[config.mk]
export PLATFORM = sky130hd
export DESIGN_NAME = dflow_replay_ctrl
export DESIGN_NICKNAME = d
export VERILOG_FILES = /design/src/rtl/dflow_replay_ctrl.sv
export SDC_FILE = /design/constraint.sdc
export NUM_CORES = 1
export LEC_CHECK = 0
export BUFFER_PORTS_ARGS = -buffer_cell sky130_fd_sc_hd__buf_4
export CAP_MARGIN = 15
export CELL_PAD_IN_SITES_DETAIL_PLACEMENT = 1
export CELL_PAD_IN_SITES_GLOBAL_PLACEMENT = 1
export CORE_MARGIN = 2
export CORE_UTILIZATION = 43
export CTS_CLUSTER_SIZE = 16
export DETAILED_ROUTE_END_ITERATION = 16
export PLACE_DENSITY = 0.95
export REMOVE_ABC_BUFFERS = 1
export SYNTH_ARGS = -nofsm -noshare
export SYNTH_HDL_FRONTEND = slang
export SYNTH_SLANG_ARGS = --single-unit
export TNS_END_PERCENT = 100
[constraint.sdc]
create_clock -name qdr_clk -period 4.6 [get_ports qdr_clk]
set_clock_uncertainty 0.1 [all_clocks]
set_input_delay 0.23 -clock qdr_clk [delete_from_list [all_inputs] [get_ports qdr_clk]]
set_output_delay 0.23 -clock qdr_clk [all_outputs]
set_load 0.01 [all_outputs]
[src/rtl/dflow_replay_ctrl.sv]
// Store/replay sequencing for the QDR dataflow path: edge-triggered commands,
// window latching, status counters and a timed datapath soft reset.
module dflow_replay_ctrl #(
  parameter int QDR_ADDR_WIDTH = 19,
  parameter int CNT_WIDTH      = 32,
  parameter int SW_RST_CYCLES  = 16
) (
  input  logic                      qdr_clk,
  input  logic                      resetn,
  input  logic                      init_calib_complete,
  input  logic                      cmd_sw_rst,
  input  logic                      cmd_store,
  input  logic                      cmd_replay,
  input  logic [QDR_ADDR_WIDTH-1:0] cfg_addr_low,
  input  logic [QDR_ADDR_WIDTH-1:0] cfg_addr_high,
  input  logic [CNT_WIDTH-1:0]      store_target,
  input  logic                      tuple_in_vld,
  input  logic                      tuple_in_ready,
  input  logic                      compelete_replay,
  output logic                      sync_sw_rst,
  output logic                      start_store,
  output logic                      start_replay,
  output logic [QDR_ADDR_WIDTH-1:0] mem_addr_low,
  output logic [QDR_ADDR_WIDTH-1:0] mem_addr_high,
  output logic [CNT_WIDTH-1:0]      stored_cnt,
  output logic [CNT_WIDTH-1:0]      replay_cycles,
  output logic [2:0]                state,
  output logic                      err_cfg
);

  localparam int SW_W = (SW_RST_CYCLES > 2) ? $clog2(SW_RST_CYCLES) : 1;
  localparam logic [SW_W-1:0] SW_LAST = SW_W'(SW_RST_CYCLES - 1);

  typedef enum logic [2:0] {
    IDLE     = 3'd0,
    WAIT_CAL = 3'd1,
    STORE    = 3'd2,
    REPLAY   = 3'd3,
    DONE     = 3'd4,
    SWRST    = 3'd5
  } state_t;

  state_t          state_q, state_d;
  logic            sw_rst_q, store_q, replay_q;
  logic            edge_arm_q;
  logic [SW_W-1:0] sw_cnt;
  logic            sw_edge, store_edge, replay_edge;
  logic            store_accept, err_set;
  logic            handshake;

  // Edges are masked for the first cycle after reset so a held level is
  // absorbed into the history registers instead of firing a command.
  assign sw_edge     = edge_arm_q & cmd_sw_rst & ~sw_rst_q;
  assign store_edge  = edge_arm_q & cmd_store  & ~store_q;
  assign replay_edge = edge_arm_q & cmd_replay & ~replay_q;
  assign handshake   = tuple_in_vld & tuple_in_ready;

  assign state        = state_q;
  assign start_store  = (state_q == STORE);
  assign start_replay = (state_q == REPLAY);
  assign sync_sw_rst  = (state_q == SWRST);

  always_comb begin
    state_d      = state_q;
    store_accept = 1'b0;
    err_set      = 1'b0;
    if (sw_edge) begin
      state_d = SWRST;
    end else begin
      case (state_q)
        IDLE, DONE: begin
          if (store_edge) begin
            if (cfg_addr_low > cfg_addr_high) begin
              err_set = 1'b1;
            end else begin
              store_accept = 1'b1;
              state_d      = init_calib_complete ? STORE : WAIT_CAL;
            end
          end else if (replay_edge && (stored_cnt != '0)) begin
            state_d = REPLAY;
          end
        end
        WAIT_CAL: if (init_calib_complete) state_d = STORE;
        STORE: begin
          if (replay_edge && (stored_cnt != '0))
            state_d = REPLAY;
          else if ((store_target != '0) && (stored_cnt >= store_target))
            state_d = IDLE;
        end
        REPLAY: if (compelete_replay) state_d = DONE;
        SWRST:  if (sw_cnt == SW_LAST) state_d = IDLE;
        default: state_d = IDLE;
      endcase
    end
  end

  always_ff @(posedge qdr_clk or negedge resetn) begin
    if (!resetn) begin
      state_q       <= IDLE;
      sw_rst_q      <= 1'b0;
      store_q       <= 1'b0;
      replay_q      <= 1'b0;
      edge_arm_q    <= 1'b0;
      sw_cnt        <= '0;
      mem_addr_low  <= '0;
      mem_addr_high <= '0;
      stored_cnt    <= '0;
      replay_cycles <= '0;
      err_cfg       <= 1'b0;
    end else begin
      state_q    <= state_d;
      sw_rst_q   <= cmd_sw_rst;
      store_q    <= cmd_store;
      replay_q   <= cmd_replay;
      edge_arm_q <= 1'b1;

      if (sw_edge)
        sw_cnt <= '0;
      else if (state_q == SWRST)
        sw_cnt <= sw_cnt + 1'b1;

      if (store_accept) begin
        mem_addr_low  <= cfg_addr_low;
        mem_addr_high <= cfg_addr_high;
      end

      // The soft reset wins over any counting in the same cycle.
      if (state_d == SWRST)
        stored_cnt <= '0;
      else if (store_accept)
        stored_cnt <= '0;
      else if ((state_q == STORE) && handshake && (stored_cnt != '1))
        stored_cnt <= stored_cnt + 1'b1;

      if (state_d == SWRST)
        replay_cycles <= '0;
      else if ((state_d == REPLAY) && (state_q != REPLAY))
        replay_cycles <= '0;
      else if ((state_q == REPLAY) && (replay_cycles != '1))
        replay_cycles <= replay_cycles + 1'b1;

      if (state_d == SWRST)
        err_cfg <= 1'b0;
      else if (err_set)
        err_cfg <= 1'b1;
    end
  end

endmodule

=== After elaboration in Yosys (flattened, before gate mapping) ===
Cells that the tools add are included.
Widths: inputs -> output; s select.

* Output and inout port bits: 109
* Input port bits: 79
* Flip-flop bits (word level): 114
* Logic and storage cells: 80

* Add/subtract/negate cells: 3
* Bitwise gates (word level): 10
* Reductions and logical operators: 14
* Mux-type cells: 29
* Order comparisons: 2
* Equality and inequality tests: 11

{| class="wikitable"
|+ Operators with widths
! operator !! number
|-
| $mux 32 || 6
|-
| $add 32x1->32 const B || 2
|-
| $ne 32x32->1 const B || 2
|-
| $reduce_bool 32->1 || 2
|-
| $ge 32x32->1 || 1
|-
| $mux 3 || 9
|-
| $gt 19x19->1 || 1
|-
| $pmux 3 s5 || 1
|-
| $mux 1 || 10
|-
| $eq 3x2->1 const B || 3
|-
| $eq 3x3->1 const B || 3
|-
| $mux 4 || 2
|-
| $and 1x1->1 || 7
|-
| $logic_and 1x1->1 || 6
|-
| $reduce_bool 3->1 || 2
|-
| $add 4x1->4 const B || 1
|-
| $eq 4x4->1 const B || 1
|-
| $reduce_bool 2->1 || 2
|-
| $eq 3x1->1 const B || 1
|-
| $logic_not 3->1 || 1
|-
| $ne 3x2->1 const B || 1
|-
| $not 1->1 || 3
|-
| $mux 2 || 1
|-
| $reduce_or 2->1 || 1
|}

=== Longest topological paths before layout ===
Gate-level depths: netlist of run 1.

* Word-level depth: 11
* Gate-level depth with buffers: 9

=== Least setup slack after synthesis of run 1 ===
Ideal clock, no wire load.

* Path kind: input-to-reg
* From: input cfg_addr_high[9]
* To: register mem_addr_high[0]
* Path buffers: 1
* Data arrival time: 2,126 ps
* Setup slack: 2,246 ps
* Data required time: 4,373 ps
* Library setup time: 127 ps
* Cell stages on the path: 9
* Cells stage by stage: inv_1 > ha_1 > a21oi_1 > a21boi_0 > a2111oi_1 > a211oi_4 > nor2_8 > buf_6 > mux2_1

* Cells in the longest elaborated chain, start to end: 5

{| class="wikitable"
|+ RTL lines
! element !! RTL line !! source
|-
| start, declared || 15 || <nowiki>input logic [QDR_ADDR_WIDTH-1:0] cfg_addr_high,</nowiki>
|-
| $gt 19x19->1 || 73 || <nowiki>if (cfg_addr_low > cfg_addr_high) begin</nowiki>
|-
| $mux 1 || 73 ||
|-
| $mux 1 || 72 || <nowiki>if (store_edge) begin</nowiki>
|-
| $mux 1 || 70 || <nowiki>case (state_q)</nowiki>
|-
| $mux 1 || 67 || <nowiki>if (sw_edge) begin</nowiki>
|-
| end signal, assigned || 124 || <nowiki>mem_addr_high <= cfg_addr_high;</nowiki>
|-
| end, declared || 24 || <nowiki>output logic [QDR_ADDR_WIDTH-1:0] mem_addr_high,</nowiki>
|}

Every way passes these cells.
A chain may end at the register's enable or synchronous reset.

=== Worst setup path in the final report of run 1 ===
* From: input cfg_addr_high[2]
* To: register stored_cnt[20]

* Cells in the longest elaborated chain, start to end: 7
* Elaborated cells between the ends (all ways): 13
* Classes of those cells: order compare (1); eq/ne (1); mux (10); reduce/logical (1)

{| class="wikitable"
|+ RTL lines
! element !! RTL line !! source
|-
| $gt 19x19->1 (*) || 73 ||
|-
| $mux 3 / $mux 1 (equally long branches) || 73 ||
|-
| $mux 3 / $mux 1 (equally long branches) || 72 ||
|-
| $pmux 3 s5 / $mux 1 (equally long branches) || 70 ||
|-
| $mux 3 / $mux 1 (equally long branches) || 67 ||
|-
| $eq 3x3->1 / $mux 32 (equally long branches) || 128, 130 ||
|-
| $reduce_bool 3->1 (no source line) / $mux 32 (equally long branches) || -- ||
|-
| end signal, assigned || 133 || <nowiki>stored_cnt <= stored_cnt + 1'b1;</nowiki>
|-
| end, declared || 25 || <nowiki>output logic [CNT_WIDTH-1:0] stored_cnt,</nowiki>
|}

Mark *: on every way between the ends. The rest lies on a longest branch, timed or not.

==> reports/qor.yml, run 1 <==
critPathMaxFanout: 39
clkSinkCount: 114
switching_share_pct: 33.1
ios: 188
die_x_um: 131
finalPower_mw: 4.05
final_hold_viol_count: 0
critPathBufInv: 4
fmax_ghz: 0.289
die_area_um2: 17300
syn_inst: 720
finalCriticalPeriod_ns: 3.46
avgSynthCellArea_um2: 9.69
numPortBuffers: 187
hp-class: "in -> reg"
ys_seq_area_share_pct: 40.9
synth-warning-count: 0
endpoint_kind: "flop"
dpl_worst_slack_ns: 1.29
power.density_nw_per_um2: 423
synth_area_um2: 6980
cts_resized: 0
worst_ep_arrival_time_ns: 3.64
hold_ws_ns: 0.0135
worst_pin_slew_ns: 0.870
grt_first_pass_wirelength_um: 40000
gp_congestion: 0.820
grt_setup_unrepaired: "no"
grt_max_degree: 68
drv_cap: 0
final_util_pct: 60.3
numPlacedInstances: 1102
path_common_cell: "buf_4"
slew-limit-headroom_pct: 42.0
p_int_mw: 2.71
drt_iter0_markers: 341
drive_above_1_share_pct: 24.6
finalNetCount: 1081
placed_area_um2: 8550
setup_viol: 0
top_layer: "met4"
setup_tns_ns: 0
dr.pass1.iters: 4
via_per_inst: 5.62
overflow: 0
met3_length_um: 1240
num_rows: 46
slowest_stage: "a2111oi_1"
p_sw_mw: 1.34
wl_per_cell_um: 20.9
instances_no_fill: 1176
wirelength_um: 24600
power_leakage_nw: 4.73
core-area_um2: 15900
post-dp-hpwl_um: 16300
crit_chain: "dlygate4sd3_1, buf_4, inv_1, ha_1, a21oi_1, o21ai_0, a2111oi_1, a211oi_4, nor2_8, buf_4, nor3_1"
power_frac_comb_pct: 30.4
ys_dominant_reg_cell: "dfrtp_1"
multi_input_area_um2: 3750
wl_met2_um: 12900
clk_latency_ns: 0.42
grt.total_usage_pct: 29.3
critPathKind: "in -> reg"
pwr-share-seq_pct: 36.0
regArea_um2: 2850
min_period_over_period_pct: 75.2
synth_seq_cells: 114
die_h_um: 131
setup_slack_ns: 1.14
drc: 0
grt_pass1_vias: 7273
synth_cell_types: 59
slowest_delay_ns: 0.62
cts_max_level: 4
wl_met1_um: 9750
vias: 6609
final_cell_area_um2: 9570
path_clk_slew_ns: 0.05
clockPowerShare_pct: 33.5
postRouteAntennaNets: 0
syn_to_final_growth_pct: 37.1
critPathTopFamily: "buffers and inverters"
numCtsBuffers: 17
clockBufferDepth: 2
root_buffer: "clkbuf_16"
cts_tree: "built"
status: "finished, final reports clean"
critPathLaunchType: "input port"
slew_violations: 0
ir_worst_vdd_mv: 0.366
fillers: 1794
antenna_found_initial: 1
start_util_pct: 43.9
synth_edf_count: 0
cp.required_ns: 4.78
synthArstFlopShare_pct: 100
-- path summary, 6_finish.rpt --
kind                                          start                end  slack (ns)  cells past startpoint
max in group asynchronous                    resetn      stored_cnt[3]        2.84                      3
min in group asynchronous                    resetn  replay_cycles[14]        0.37                      2
worst min register to register     mem_addr_low[14]   mem_addr_low[14]        0.39                      1
worst max-delay path               cfg_addr_high[2]     stored_cnt[20]        1.14                     11
worst max register to register        stored_cnt[0]     stored_cnt[20]        1.80                      9
worst min-delay path            init_calib_complete           state[0]        0.01                      4
-- flip-flops by register name, summed over array words and instances (netlist names) --
signal,cells
replay_cycles,32
stored_cnt,32
mem_addr_high,19
mem_addr_low,19
sw_cnt,4
state,3
edge_arm_q,1
err_cfg,1
replay_q,1
store_q,1
sw_rst_q,1
-- placed cells by master, fill, tap and decap left out, types with 35 or more instances in the layout --
cell type / synthesis / final
buf_4: 0 / 193
dfrtp_1: 114 / 114
dlygate4sd3_1: 0 / 42
ha_1: 55 / 55
inv_1: 61 / 61
mux2_1: 38 / 38
nand3_1: 35 / 35
nand4_1: 37 / 37
nor2_1: 57 / 56
nor3_1: 44 / 44
xnor2_1: 35 / 35
-- layout make-up --
class	count	area share (%)
Clock inverter	10	1.40
Timing Repair Buffer	235	19.5
Clock buffer	21	4.81
Sequential cell	114	29.8
Multi-Input combinational cell	517	39.2
Tap cell	216	2.82
Antenna cell	1	0.0261
Inverter	62	2.43
-- power groups by stage --
| stage | clock, mW | sequential [mW] | combinational, mW |
|---|---|---|---|
| 2_1_floorplan | 0 | 1.51 | 0.435 |
| 3_3_place_gp | 0 | 1.43 | 1.12 |
| 3_5_place_dp | 0 | 1.45 | 1.18 |
| 4_1_cts | 1.36 | 1.44 | 1.21 |
| 5_1_grt | 1.42 | 1.49 | 1.32 |
| 6_report | 1.36 | 1.46 | 1.23 |
-- logic make-up (layout without fill, tap and decap cells) --
kind of cell	count (synthesis)	count (layout)	share of synthesized area, %
buf+inv	89	328	5.49
flops	114	114	40.9
fa+ha+maj	55	55	9.86
mux	41	41	6.56
simple gates	272	272	21.0
other cells	1	2	0.0537
compound gates	85	85	8.21
xor+xnor	63	63	7.91
-- cells in the mapped netlist, drive strengths merged (4+ instances only) --
cell type	count	area, um2
dfrtp	114	2850
inv	62	233
nor2	60	252
ha	55	688
nor3	45	230
mux2	38	428
nand4	37	231
nand3	35	175
xnor2	35	307
a21oi	34	174
nand2	31	116
xor2	28	245
buf	20	124
nor4	18	113
and4	14	123
o21ai	11	55.1
a21o	10	75.1
and3	9	56.3
a211oi	8	72.6
clkbuf	7	26.3
and2	6	37.5
or3	4	25.0
-- what timing repair did --
action                                 4_1_cts  5_1_grt
hold buffers                                42        0
endpoints found under the hold margin      107        0
setup buffers                                0        0
-- per-layer routing --
| layer | global-route usage [%] | up-vias |
|---|---|---|
| met5 | 0 | - |
| met4 | 11.4 | 0 |
| met3 | 6.79 | 52 |
| met2 | 51.7 | 224 |
| met1 | 34.6 | 3305 |
| li1 | - | 3028 |
-- worst reg2reg max path, cell delays in order (launching register included) --
cell,delay [ns]
dfrtp_1,0.43
inv_1,0.12
ha_1,0.15
nor4b_1,0.28
nand4_1,0.20
o21ai_0,0.45
a41oi_2,0.23
nor2_2,0.18
buf_4,0.37
nor3_1,0.13
No activity file was read; power rests on OpenSTA's default activity.
==> run 2, diff against run 1 <==
- CORE_UTILIZATION: 43 -> 40
- PLACE_DENSITY: 0.95 -> 0.91
- clock period: 4.6 -> 3.2 ns (I/O delays scaled with it)
==> reports/qor.yml, run 2 (synthesis results as in run 1) <==
status: "finished, final reports clean"
path_common_cell: "buf_4"
clockBufferDepth: 2
slew_violations: 0
post-dp-hpwl_um: 16800
cts_tree: "built"
layout.cells.most_common_list: "buf_4 (198), dfrtp_1 (114), inv_1 (61)"
worst_r2r_endpoint: "stored_cnt[0]"
worst_ep_arrival_time_ns: 3.22
numCtsBuffers: 17
hold_path_end: "state[2]"
drc: 0
die_h_um: 136
setup_slack_ns: 0.165
critPathTopFamily: "buffers and inverters"
holdCritStartpoint: "compelete_replay"
reg_top3: "replay_cycles: 32 flops, stored_cnt: 32 flops"
setup_tns_ns: 0
overflow: 0
antenna_found_initial: 0
min_period_over_period_pct: 94.8
drv_cap: 0
cp.required_ns: 3.38
final_hold_viol_count: 0
clockPowerShare_pct: 32.7
gp_congestion: 0.837
finalNetCount: 1089
p_int_mw: 3.79
critPathKind: "in -> reg"
worst_pin_slew_ns: 0.799
die_area_um2: 18500
worstSetupStartpoint: "cfg_addr_low[17]"
grt_pass1_vias: 7156
grt_max_degree: 59
final_common_cell: "buf_4"
numPortBuffers: 187
crit_chain: "dlygate4sd3_1, buf_4, ha_1, nand4_1, o21bai_1, a211oi_1, a211oi_4, nor2_8, buf_4, nor3_1"
post-cts-setup-buffer-count: 0
reg2reg_from: "stored_cnt[0]"
p_sw_mw: 1.92
antennaDiodeCount: 0
slowest_delay_ns: 0.56
hold_depth: 4
die_x_um: 136
drt_iter0_markers: 353
ios: 188
power_frac_comb_pct: 30.9
vias: 6625
cts_max_level: 4
switching_share_pct: 33.6
worstRegToRegCells: 9
core-area_um2: 17200
drive_above_1_share_pct: 25.4
power_leakage_nw: 4.76
critPathLaunchType: "input port"
wirelength_um: 23800
num_rows: 48
syn_to_final_growth_pct: 38.2
slew-limit-headroom_pct: 45.4
root_buffer: "clkbuf_16"
postRouteAntennaNets: 0
critPathMaxFanout: 32
clk_latency_ns: 0.42
grt_first_pass_wirelength_um: 38000
r2r_slack_ns: 0.38
setup_viol: 0
endpoint_kind: "flop"
hp-class: "in -> reg"
wl_per_cell_um: 19.9
grt.total_usage_pct: 26.3
grt_setup_unrepaired: "no"
path_clk_slew_ns: 0.06
ir_worst_vdd_mv: 0.390
dpl_worst_slack_ns: 0.322
clkSinkCount: 114
dr.pass1.iters: 4
slowest_stage: "dlygate4sd3_1"
critPathBufInv: 3
hold_ws_ns: 0.0754
start_util_pct: 40.6
pwr-share-seq_pct: 36.4
via_per_inst: 5.55
fmax_ghz: 0.330
finalCriticalPeriod_ns: 3.03
power.density_nw_per_um2: 592
==> run 2: changes by cell type in the layout (fill, tap and decap cells not counted) <==
cell / previous run / this run
buf_12: 0 / 2
clkbuf_1: 2 / 1
dlygate4sd3_1: 42 / 43
a2111oi_1: 1 / 0
bufinv_16: 3 / 2
clkinv_2: 4 / 5
a2111oi_2: 0 / 1
buf_4: 193 / 198
inv_6: 0 / 1
clkbuf_8: 2 / 0
clkinvlp_4: 2 / 5
diode_2: 1 / 0
==> run 2: power groups by stage <==
stage / Sequential [mW] / Clock [mW] / Combinational [mW]
floorplan: 2.17 / 0 / 0.625
global placement: 2.06 / 0 / 1.63
detailed placement: 2.09 / 0 / 1.70
CTS: 2.07 / 1.87 / 1.75
global route: 2.13 / 1.95 / 1.91
finish: 2.08 / 1.87 / 1.76
==> run 2: worst register-to-register path, cell delays in order (launching register included) <==
cell and delay, ns:
dfrtp_1 0.44, inv_1 0.13, ha_1 0.16, nor4b_1 0.34, nand4_1 0.22, o21ai_0 0.39, a41oi_2 0.22, nor2_2 0.17
buf_4 0.37, nor3_1 0.13
==> run 2: what timing repair did <==
action / in CTS / in global routing
hold buffers: 43 / 0
resized for setup: 0 / 1
setup endpoints to repair: 0 / 32
endpoints found under the hold margin: 98 / 0
==> run 2: final cells by class <==
| type | count | area, um2 |
|---|---|---|
| flip-flops and latches | 114 | 2850 |
| repair buffers | 243 | 1960 |
| clock buffers | 18 | 429 |
| clock inverters | 14 | 140 |
| fillers | 1925 | 7530 |
| inverters | 62 | 233 |
| multi-input cells | 517 | 3750 |
| well taps | 225 | 282 |
==> run 2: stage by stage <==
stage	std cells	utilization (%)	cell area (um2)	power, mW
6_report	1193	56.2	9650	5.71
5_1_grt	1193	56.2	9650	5.98
4_1_cts	1193	56.1	9640	5.69
3_5_place_dp	1118	50.3	8640	3.79
3_3_place_gp	1118	50.3	8640	3.69
2_1_floorplan	693	-	6830	2.80
==> run 2: worst max path at each step <==
stage / end / slack, ns / cells past startpoint
4_1_cts: mem_addr_low[18] / 0.19 / 11
2_1_floorplan: replay_cycles[0] / 0.28 / 8
3_5_place_dp: mem_addr_low[18] / 0.32 / 10
3_3_place_gp: mem_addr_high[16] / 0.42 / 9
6_report: stored_cnt[0] / 0.17 / 10
5_1_grt: stored_cnt[24] / 0.03 / 10
==> run 2: per-layer routing <==
| layer | wire length, um | GRT usage (%) | vias up |
|---|---|---|---|
| li1 | - | - | 3047 |
| met3 | 1430 | 6.64 | 46 |
| met4 | 620 | 8.80 | 0 |
| met1 | 9950 | 33.2 | 3314 |
| met5 | 0 | 0 | - |
| met2 | 11800 | 44.0 | 218 |
==> run 3, diff against run 2 <==
- CORE_MARGIN: 2 -> not set
- clock period: 3.2 -> 3 ns (I/O delays scaled with it)
==> reports/qor.yml, run 3 (synthesis results as in run 1) <==
clk_latency_ns: 0.42
critPathMaxFanout: 38
instances_no_fill: 1189
critPathTopFamily: "buffers and inverters"
final_common_cell: "buf_4"
core-area_um2: 16800
die_x_um: 134
fillers: 1893
worstRegToRegCells: 8
met2_usage_pct: 50.4
hp-class: "in -> reg"
path_clk_slew_ns: 0.05
power.density_nw_per_um2: 662
drive_above_1_share_pct: 25.3
ir_worst_vdd_mv: 0.537
grt_pass1_vias: 7256
drc: 0
critPathLaunchType: "input port"
drv_cap: 0
post-dp-hpwl_um: 16400
vias: 6685
slowest_delay_ns: 0.57
critPathKind: "in -> reg"
grt_first_pass_wirelength_um: 39600
finalNetCount: 1090
multi_input_area_um2: 3750
layout.cells.most_common_list: "buf_4 (198), dfrtp_1 (114), inv_1 (61)"
postRouteAntennaNets: 0
slew-limit-headroom_pct: 57.2
overflow: 0
antenna_found_initial: 1
wirelength_um: 25300
power_leakage_nw: 4.81
die_h_um: 134
r2r_slack_ns: 0.26
finalCriticalPeriod_ns: 2.89
ios: 188
min_period_over_period_pct: 96.4
cp.required_ns: 3.18
slew_violations: 0
numCtsBuffers: 17
clkSinkCount: 114
cts_tree: "built"
grt_setup_unrepaired: "no"
reg2reg_from: "stored_cnt[1]"
busiest_layer: "met2"
worst_ep_arrival_time_ns: 3.07
path_depth: 10
crit_end: "mem_addr_low[17]"
post-cts-setup-buffer-count: 0
met3_usage_pct: 6.12
reg_top3: "replay_cycles: 32 flops, stored_cnt: 32 flops"
setup_tns_ns: 0
worstSetupStartpoint: "cfg_addr_low[17]"
critPathBufInv: 3
status: "finished, final reports clean"
crit_chain: "dlygate4sd3_1, buf_4, ha_1, nand4_1, o21bai_1, a211oi_1, a211oi_4, nor2_8, buf_12, mux2_1"
cts_max_level: 4
worst_pin_slew_ns: 0.626
clockBufferDepth: 2
num_rows: 47
numPortBuffers: 187
die_area_um2: 18000
final_util_pct: 58.0
endpoint_kind: "flop"
final_hold_viol_count: 0
via_per_inst: 5.62
dr.pass1.iters: 4
wl_per_cell_um: 21.3
gp_congestion: 0.820
slowest_stage: "dlygate4sd3_1"
drt_iter0_markers: 359
root_buffer: "clkbuf_16"
grtUsageMet1_pct: 33.9
fmax_ghz: 0.346
grt_max_degree: 39
regArea_um2: 2850
grt.total_usage_pct: 28.6
finalPower_mw: 6.46
start_util_pct: 41.5
numPlacedInstances: 1114
worst_r2r_endpoint: "state[1]"
setup_viol: 0
syn_to_final_growth_pct: 39.7
run 3: changes by cell type in the layout (fill, tap and decap cells not counted):
cell,change
clkinvlp_4,-2
clkbuf_1,+1
clkbuf_8,+3
bufinv_16,+3
inv_6,-1
clkinv_2,-4
diode_2,+1
buf_12,+1
clkinv_4,-1
run 3: repair_timing:
action	in CTS	in global routing
endpoints found under the hold margin	76	0
endpoints found under the setup margin	0	1
resized for setup	0	1
hold buffers	43	0
run 3: metrics by stage:
step	instance area, um2	hold slack [ns]	setup slack [ns]
after CTS	9740	0.0594	0.142
after detailed placement	8660	0.0472	0.272
after global placement	8660	0.0448	0.336
final	9750	0.0644	0.107
after floorplan	6830	-0.246	0.0780
after global routing	9750	0.0734	0.0197
run 3: power breakdown:
group          switching, mW  internal, mW
registers              0.353          1.89
clock network          0.755          1.53
logic                  0.969         0.951
total                   2.08          4.38
run 3: cell type report:
type | instances | share of cell area [%]
Timing Repair Buffer | 244 | 20.3
Antenna cell | 1 | 0.0257
Clock buffer | 22 | 4.87
Tap cell | 220 | 2.82
Multi-Input combinational cell | 517 | 38.5
Sequential cell | 114 | 29.3
Clock inverter | 9 | 1.82
Inverter | 62 | 2.39
run 3: tightest hold or removal path, stage by stage:
cell	delay (ns)
buf_4	0.09
a221o_1	0.17
a41oi_2	0.07
nand2_1	0.06
run 3: worst min path at each step:
stage          slack, ns             start  cells past startpoint                end
6_report            0.06  compelete_replay                      4           state[2]
5_1_grt             0.07  compelete_replay                      4           state[2]
4_1_cts             0.06  compelete_replay                      4           state[2]
3_5_place_dp        0.05            resetn                      1  replay_cycles[12]
3_3_place_gp        0.04            resetn                      1  replay_cycles[12]
2_1_floorplan      -0.25            resetn                      0         edge_arm_q
run 3: layer usage:
layer | vias to the layer above | wire length (um) | share of wire (%)
met3 | 55 | 1450 | 5.7
li1 | 3045 | - | -
met4 | 0 | 733 | 2.9
met2 | 248 | 13100 | 52
met5 | - | 0 | 0
met1 | 3337 | 10000 | 40
